`config.mk`:
```
export PLATFORM = sky130hd
export DESIGN_NAME = fifo_uart_tx_flat
export DESIGN_NICKNAME = d
export VERILOG_FILES = /design/src/rtl/fifo_uart_tx_if.sv /design/src/rtl/fifo_uart_tx.sv /design/src/flat_wrapper.sv
export SDC_FILE = /design/constraint.sdc
export NUM_CORES = 1
export LEC_CHECK = 0
export ABC_CLOCK_PERIOD_IN_PS = 2300
export BUFFER_PORTS_ARGS = -buffer_cell sky130_fd_sc_hd__buf_2
export CORE_MARGIN = 4
export CORE_UTILIZATION = 25
export DETAILED_ROUTE_END_ITERATION = 8
export PLACE_DENSITY_LB_ADDON = 0.1
export SYNTH_ARGS = -nofsm -noshare
export SYNTH_HDL_FRONTEND = slang
export SYNTH_SLANG_ARGS = --single-unit
```
`constraint.sdc`:
```
create_clock -name CLK -period 2.3 [get_ports CLK]
set_clock_uncertainty 0.2 [all_clocks]
set_input_delay 0.46 -clock CLK [delete_from_list [all_inputs] [get_ports CLK]]
set_output_delay 0.46 -clock CLK [all_outputs]
set_load 0.05 [all_outputs]
```
`src/rtl/fifo_uart_tx_if.sv`:
```
// rtl/fifo_uart_tx_if.sv - FIFO read port, frame config and serial line bundle for fifo_uart_tx
interface fifo_uart_tx_if #(
    parameter int DATA_WIDTH = 8
);
    // FIFO read side: head word, empty flag and pop strobe
    logic                  EMPTY;
    logic [DATA_WIDTH-1:0] RD_DATA;
    logic                  R_INC;

    // Frame configuration, sampled at each load
    logic                  PAR_EN;
    logic                  PAR_TYP;

    // Serial line and activity flag
    logic                  TX_OUT;
    logic                  BUSY;

    // Upstream side: the FIFO and configuration source
    modport master (
        output EMPTY,
        output RD_DATA,
        output PAR_EN,
        output PAR_TYP,
        input  R_INC,
        input  TX_OUT,
        input  BUSY
    );

    // Transmitter side
    modport slave (
        input  EMPTY,
        input  RD_DATA,
        input  PAR_EN,
        input  PAR_TYP,
        output R_INC,
        output TX_OUT,
        output BUSY
    );
endinterface

```
`src/rtl/fifo_uart_tx.sv`:
```
// rtl/fifo_uart_tx.sv - FIFO-draining UART transmitter, one CLK cycle per bit
module fifo_uart_tx #(
    parameter int DATA_WIDTH = 8
) (
    input  logic          CLK,
    input  logic          RST,
    fifo_uart_tx_if.slave bus
);
    localparam int CNT_W = (DATA_WIDTH > 1) ? $clog2(DATA_WIDTH) : 1;
    localparam logic [CNT_W-1:0] LAST_BIT = CNT_W'(DATA_WIDTH - 1);

    localparam logic [2:0] S_IDLE   = 3'd0;
    localparam logic [2:0] S_START  = 3'd1;
    localparam logic [2:0] S_DATA   = 3'd2;
    localparam logic [2:0] S_PARITY = 3'd3;
    localparam logic [2:0] S_STOP   = 3'd4;

    logic [2:0]            state_q;
    logic [2:0]            state_d;
    logic [CNT_W-1:0]      cnt_q;
    logic [CNT_W-1:0]      cnt_d;
    logic [DATA_WIDTH-1:0] shift_q;
    logic [DATA_WIDTH-1:0] shift_d;
    logic                  par_en_q;
    logic                  par_en_d;
    logic                  par_bit_q;
    logic                  par_bit_d;
    logic                  tx_q;
    logic                  tx_d;
    logic                  load;

    // A new word may be taken from idle, or during the stop bit so frames abut
    assign load = ((state_q == S_IDLE) || (state_q == S_STOP)) && !bus.EMPTY;

    // Pop strobe; suppressed while reset is held even if the old state would allow it
    assign bus.R_INC  = load && !RST;
    assign bus.TX_OUT = tx_q;
    assign bus.BUSY   = (state_q != S_IDLE);

    // Next-state, shift and configuration latch logic; line level follows the next state
    always_comb begin
        state_d   = state_q;
        cnt_d     = cnt_q;
        shift_d   = shift_q;
        par_en_d  = par_en_q;
        par_bit_d = par_bit_q;

        case (state_q)
            S_IDLE, S_STOP: begin
                if (load) begin
                    state_d   = S_START;
                    cnt_d     = '0;
                    shift_d   = bus.RD_DATA;
                    par_en_d  = bus.PAR_EN;
                    // Parity is fixed at load so the shifting register need not keep the word
                    par_bit_d = (^bus.RD_DATA) ^ bus.PAR_TYP;
                end else begin
                    state_d = S_IDLE;
                end
            end
            S_START: begin
                state_d = S_DATA;
                cnt_d   = '0;
            end
            S_DATA: begin
                shift_d = shift_q >> 1;
                if (cnt_q == LAST_BIT) begin
                    state_d = par_en_q ? S_PARITY : S_STOP;
                end else begin
                    cnt_d = cnt_q + 1'b1;
                end
            end
            S_PARITY: begin
                state_d = S_STOP;
            end
            default: begin
                state_d = S_IDLE;
            end
        endcase

        case (state_d)
            S_START:  tx_d = 1'b0;
            S_DATA:   tx_d = shift_d[0];
            S_PARITY: tx_d = par_bit_d;
            default:  tx_d = 1'b1;
        endcase
    end

    // State, data and line registers; reset returns the line high and drops any frame
    always_ff @(posedge CLK) begin
        if (RST) begin
            state_q   <= S_IDLE;
            cnt_q     <= '0;
            shift_q   <= '0;
            par_en_q  <= 1'b0;
            par_bit_q <= 1'b0;
            tx_q      <= 1'b1;
        end else begin
            state_q   <= state_d;
            cnt_q     <= cnt_d;
            shift_q   <= shift_d;
            par_en_q  <= par_en_d;
            par_bit_q <= par_bit_d;
            tx_q      <= tx_d;
        end
    end
endmodule

```
`src/flat_wrapper.sv`:
```
// flat-port wrapper written by rule: the top's interface ports become plain ports
module fifo_uart_tx_flat 
#(
    parameter int DATA_WIDTH = 8
)
  (CLK, RST, bus_EMPTY, bus_RD_DATA, bus_PAR_EN, bus_PAR_TYP, bus_R_INC, bus_TX_OUT, bus_BUSY);
  fifo_uart_tx_if #(.DATA_WIDTH(DATA_WIDTH)) bus_i ();
  input  logic CLK;
  input  logic RST;
  input wire logic [$bits(bus_i.EMPTY)-1:0] bus_EMPTY;
  input wire logic [$bits(bus_i.RD_DATA)-1:0] bus_RD_DATA;
  input wire logic [$bits(bus_i.PAR_EN)-1:0] bus_PAR_EN;
  input wire logic [$bits(bus_i.PAR_TYP)-1:0] bus_PAR_TYP;
  output wire logic [$bits(bus_i.R_INC)-1:0] bus_R_INC;
  output wire logic [$bits(bus_i.TX_OUT)-1:0] bus_TX_OUT;
  output wire logic [$bits(bus_i.BUSY)-1:0] bus_BUSY;
  assign bus_i.EMPTY = bus_EMPTY;
  assign bus_i.RD_DATA = bus_RD_DATA;
  assign bus_i.PAR_EN = bus_PAR_EN;
  assign bus_i.PAR_TYP = bus_PAR_TYP;
  assign bus_R_INC = bus_i.R_INC;
  assign bus_TX_OUT = bus_i.TX_OUT;
  assign bus_BUSY = bus_i.BUSY;
  fifo_uart_tx #(.DATA_WIDTH(DATA_WIDTH)) u_core (.CLK(CLK), .RST(RST), .bus(bus_i));
endmodule
```
==> results.rst <==
.. list-table::
   :header-rows: 1

   * - Metric
     - Value
   * - Result of the run
     - finished clean
   * - Warnings from Yosys
     - 0
   * - Last weighted congestion value of the routability-driven placer
     - 0.728
   * - Sequential cell area in the final layout
     - 340 sq um
   * - Setup repair after global routing missed its margin
     - false
   * - Initial detailed-routing violation count
     - 45
   * - Post-synthesis instance area
     - 887 sq um
   * - Total length of routed wires
     - 2060 um
   * - Post-route cell area
     - 1050 sq um
   * - Post-synth top area share
     - 38.4%
   * - Via count of the first global-routing pass
     - 719
   * - Io pins
     - 16
   * - Synth-to-Final Area Change
     - 18.2%
   * - Min cycle time layout
     - 2.15 ns
   * - End-of-flow core utilization
     - 30.9%
   * - Gates resized, CTS repair
     - 0
   * - Reported leakage power
     - 0.405 nW
   * - Max-slew headroom
     - 73.2%
   * - Max-capacitance violation count
     - 0
   * - Clk Tree Root Cell
     - sky130_fd_sc_hd__clkbuf_4
   * - Total global routing overflow
     - 0
   * - Filler Cell Count
     - 362
   * - Mean Syn Cell Area
     - 9.15 sq um
   * - Capturing element type of the critical path
     - output port
   * - Final hold slack
     - 0.205 ns
   * - Post-Synthesis Cells
     - 97
   * - Post-synth EDFFs
     - 0
   * - Most instantiated library cell after synthesis
     - sky130_fd_sc_hd__dfxtp_1
   * - Total via count after detailed routing
     - 753
   * - Worst supply voltage drop on vdd
     - 0.182 mV
   * - Critical path startpoint category
     - register
   * - Core Box Area
     - 3390 sq um
   * - Die extent in y
     - 67.6 um
   * - Pre-CTS WS
     - 0.200 ns
   * - Data arrival time of the worst path
     - 1.49 ns
   * - Number of CTS-inserted buffers
     - 3
   * - Fraction of the cycle the final worst path needs
     - 93.5%
   * - Final number of hold-violating endpoints
     - 0
   * - Hold-fix buffer count after cts
     - 0
   * - Cell Area, Placed
     - 1020 sq um
   * - CTS H-tree depth
     - 1
   * - Setup TNS after final layout
     - 0 ns
   * - Max Buffers Root-to-Sink
     - 2
   * - Area enclosed by the die boundary
     - 4570 sq um
   * - Flop and latch count out of synthesis
     - 17
   * - Pin count of the biggest net entering global routing
     - 19
   * - Share of flip-flops with an asynchronous set or reset
     - 0%
   * - Effective utilization at floorplan
     - 26.2%
   * - Post-detail-place hpwl
     - 1480 um
   * - Worst-Margin Slew
     - 0.401 ns
   * - Number of DRC violations after detailed routing
     - 0
   * - Count of input and output buffers
     - 15
   * - Seq/Total Area, Yosys
     - 38.4%
   * - Count of cell types in the netlist
     - 32
   * - Clk pin slew, worst setup/hold paths
     - 0.10 ns
   * - Number of cell rows
     - 21
   * - Power per Cell Area
     - 619 nW/um^2
   * - Number of vias per cell
     - 4.68
   * - Syn nets
     - 112
   * - Leading cell types by count after synthesis
     - 17 x sky130_fd_sc_hd__dfxtp_1, 15 x sky130_fd_sc_hd__a21oi_1, 10 x sky130_fd_sc_hd__nand2_1
   * - Largest fanout on the critical path
     - 5
   * - TritonCTS clock tree
     - built
   * - Critical path type
     - register to output port
   * - Area of the multi-input gates
     - 510 sq um
   * - Clock latency reported for the late side of the worst-skew pair
     - 0.30 ns
   * - Setup violation total in the final timing report
     - 0
   * - Top FF cell, synth
     - sky130_fd_sc_hd__dfxtp_1
   * - Detailed-routing iteration count for the pre-antenna-repair pass
     - 4
   * - Achievable Freq
     - 465 MHz
   * - Routed len/inst
     - 12.8 um
   * - Floorplan die width
     - 67.6 um
   * - WP data required
     - 1.64 ns
   * - Post-route ant nets
     - 0
   * - Initial antenna violation count
     - 0
   * - Clock Sinks
     - 17
   * - Fin nets
     - 131
   * - Fraction of final layout cells sized beyond drive strength 1
     - 25.2%
   * - Wire length of the first global-routing pass
     - 3530 um
   * - Setup slack of the critical path after layout
     - 0.150 ns
   * - Postcts setup bufs
     - 0
   * - Largest cells by area after synthesis
     - sky130_fd_sc_hd__dfxtp_1 38%, sky130_fd_sc_hd__a21oi_1 8.5%, sky130_fd_sc_hd__a22oi_1 5.9%, sky130_fd_sc_hd__nand2_1 4.2%, sky130_fd_sc_hd__xnor2_1 3.0%
   * - Cell type contributing the most total cell area after synthesis
     - sky130_fd_sc_hd__dfxtp_1
   * - Overall Global Routing Usage
     - 10.2%
   * - Number of max-slew violations in the final report
     - 0
   * - Classification of the worst-slack hold path
     - primary input to register
   * - Diodes inserted
     - 0
## kinds of logic (layout without fill, tap and decap cells)
family	count (synthesis)	count (layout)	synth area share [%]
adder cells (fa/ha/maj)	2	2	2.82
AO/OA/AOI/OAI	29	29	21.4
multiplexers	2	2	2.40
buffers and inverters	7	25	4.09
flip-flops	17	17	38.4
AND/OR/NAND/NOR	34	34	23.4
XOR/XNOR	6	6	7.48
## worst paths after layout
kind | startpoint | end | slack, ns | cells after the start
setup / recovery | u_core.state_q[1]$_SDFF_PP0_ | bus_R_INC | 0.15 | 3
hold / removal | bus_PAR_EN | u_core.par_en_q$_SDFFE_PP0P_ | 0.20 | 3
setup reg to reg | u_core.state_q[0]$_SDFF_PP0_ | u_core.cnt_q[0]$_SDFFE_PP0P_ | 0.54 | 5
hold reg to reg | u_core.shift_q[3]$_SDFFE_PP0P_ | u_core.shift_q[3]$_SDFFE_PP0P_ | 0.26 | 2
## layout by cell type (no fill, tap or decap), types with 3 or more instances in the layout
cell / n
sky130_fd_sc_hd__buf_4: 4
sky130_fd_sc_hd__a22oi_1: 7
sky130_fd_sc_hd__a21oi_1: 15
sky130_fd_sc_hd__nand3_1: 4
sky130_fd_sc_hd__nand2_1: 10
sky130_fd_sc_hd__clkbuf_4: 3
sky130_fd_sc_hd__nor2_1: 6
sky130_fd_sc_hd__dfxtp_1: 17
sky130_fd_sc_hd__xnor2_1: 3
sky130_fd_sc_hd__nand3b_1: 3
sky130_fd_sc_hd__buf_2: 15
## layout make-up
| type | instances | share of cell area [%] |
|---|---|---|
| inverters | 2 | 0.716 |
| clock inverters | 1 | 0.477 |
| clock buffers | 3 | 2.15 |
| repair buffers | 19 | 10.0 |
| well taps | 46 | 5.49 |
| flip-flops and latches | 17 | 32.5 |
| multi-input cells | 73 | 48.7 |
## power breakdown
part           switching (mW)  internal (mW)
Clock                  0.0999         0.0647
Combinational          0.0921         0.0674
Sequential             0.0105          0.314
## state kept, by name, summed over array words and instances, names as in the netlist
| register | cells |
|---|---|
| u_core.par_bit_q | 1 |
| u_core.par_en_q | 1 |
| u_core.bus.TX_OUT | 1 |
| u_core.cnt_q | 3 |
| u_core.shift_q | 8 |
| u_core.state_q | 3 |
## routing by layer
metal / share of wire (%) / wire length, um / vias up / track usage (%)
li1: - / - / 387 / -
met1: 52 / 1070 / 349 / 15.0
met2: 42 / 866 / 13 / 14.1
met3: 4.4 / 90 / 4 / 2.16
met4: 1.6 / 33 / 0 / 4.56
met5: 0 / 0 / - / 0
## critical path, cell delays in order (launching register included)
cell	delay (ns)
sky130_fd_sc_hd__dfxtp_1	0.32
sky130_fd_sc_hd__or3_4	0.41
sky130_fd_sc_hd__nor2_1	0.17
sky130_fd_sc_hd__buf_2	0.30
## per-stage QoR
step | power (mW) | std cells
after CTS | 0.658 | 161
after global placement | 0.492 | 157
after floorplan | 0.446 | 97
after detailed placement | 0.491 | 157
final | 0.649 | 161
after global routing | 0.688 | 161
No activity file was read; power rests on OpenSTA's default activity.
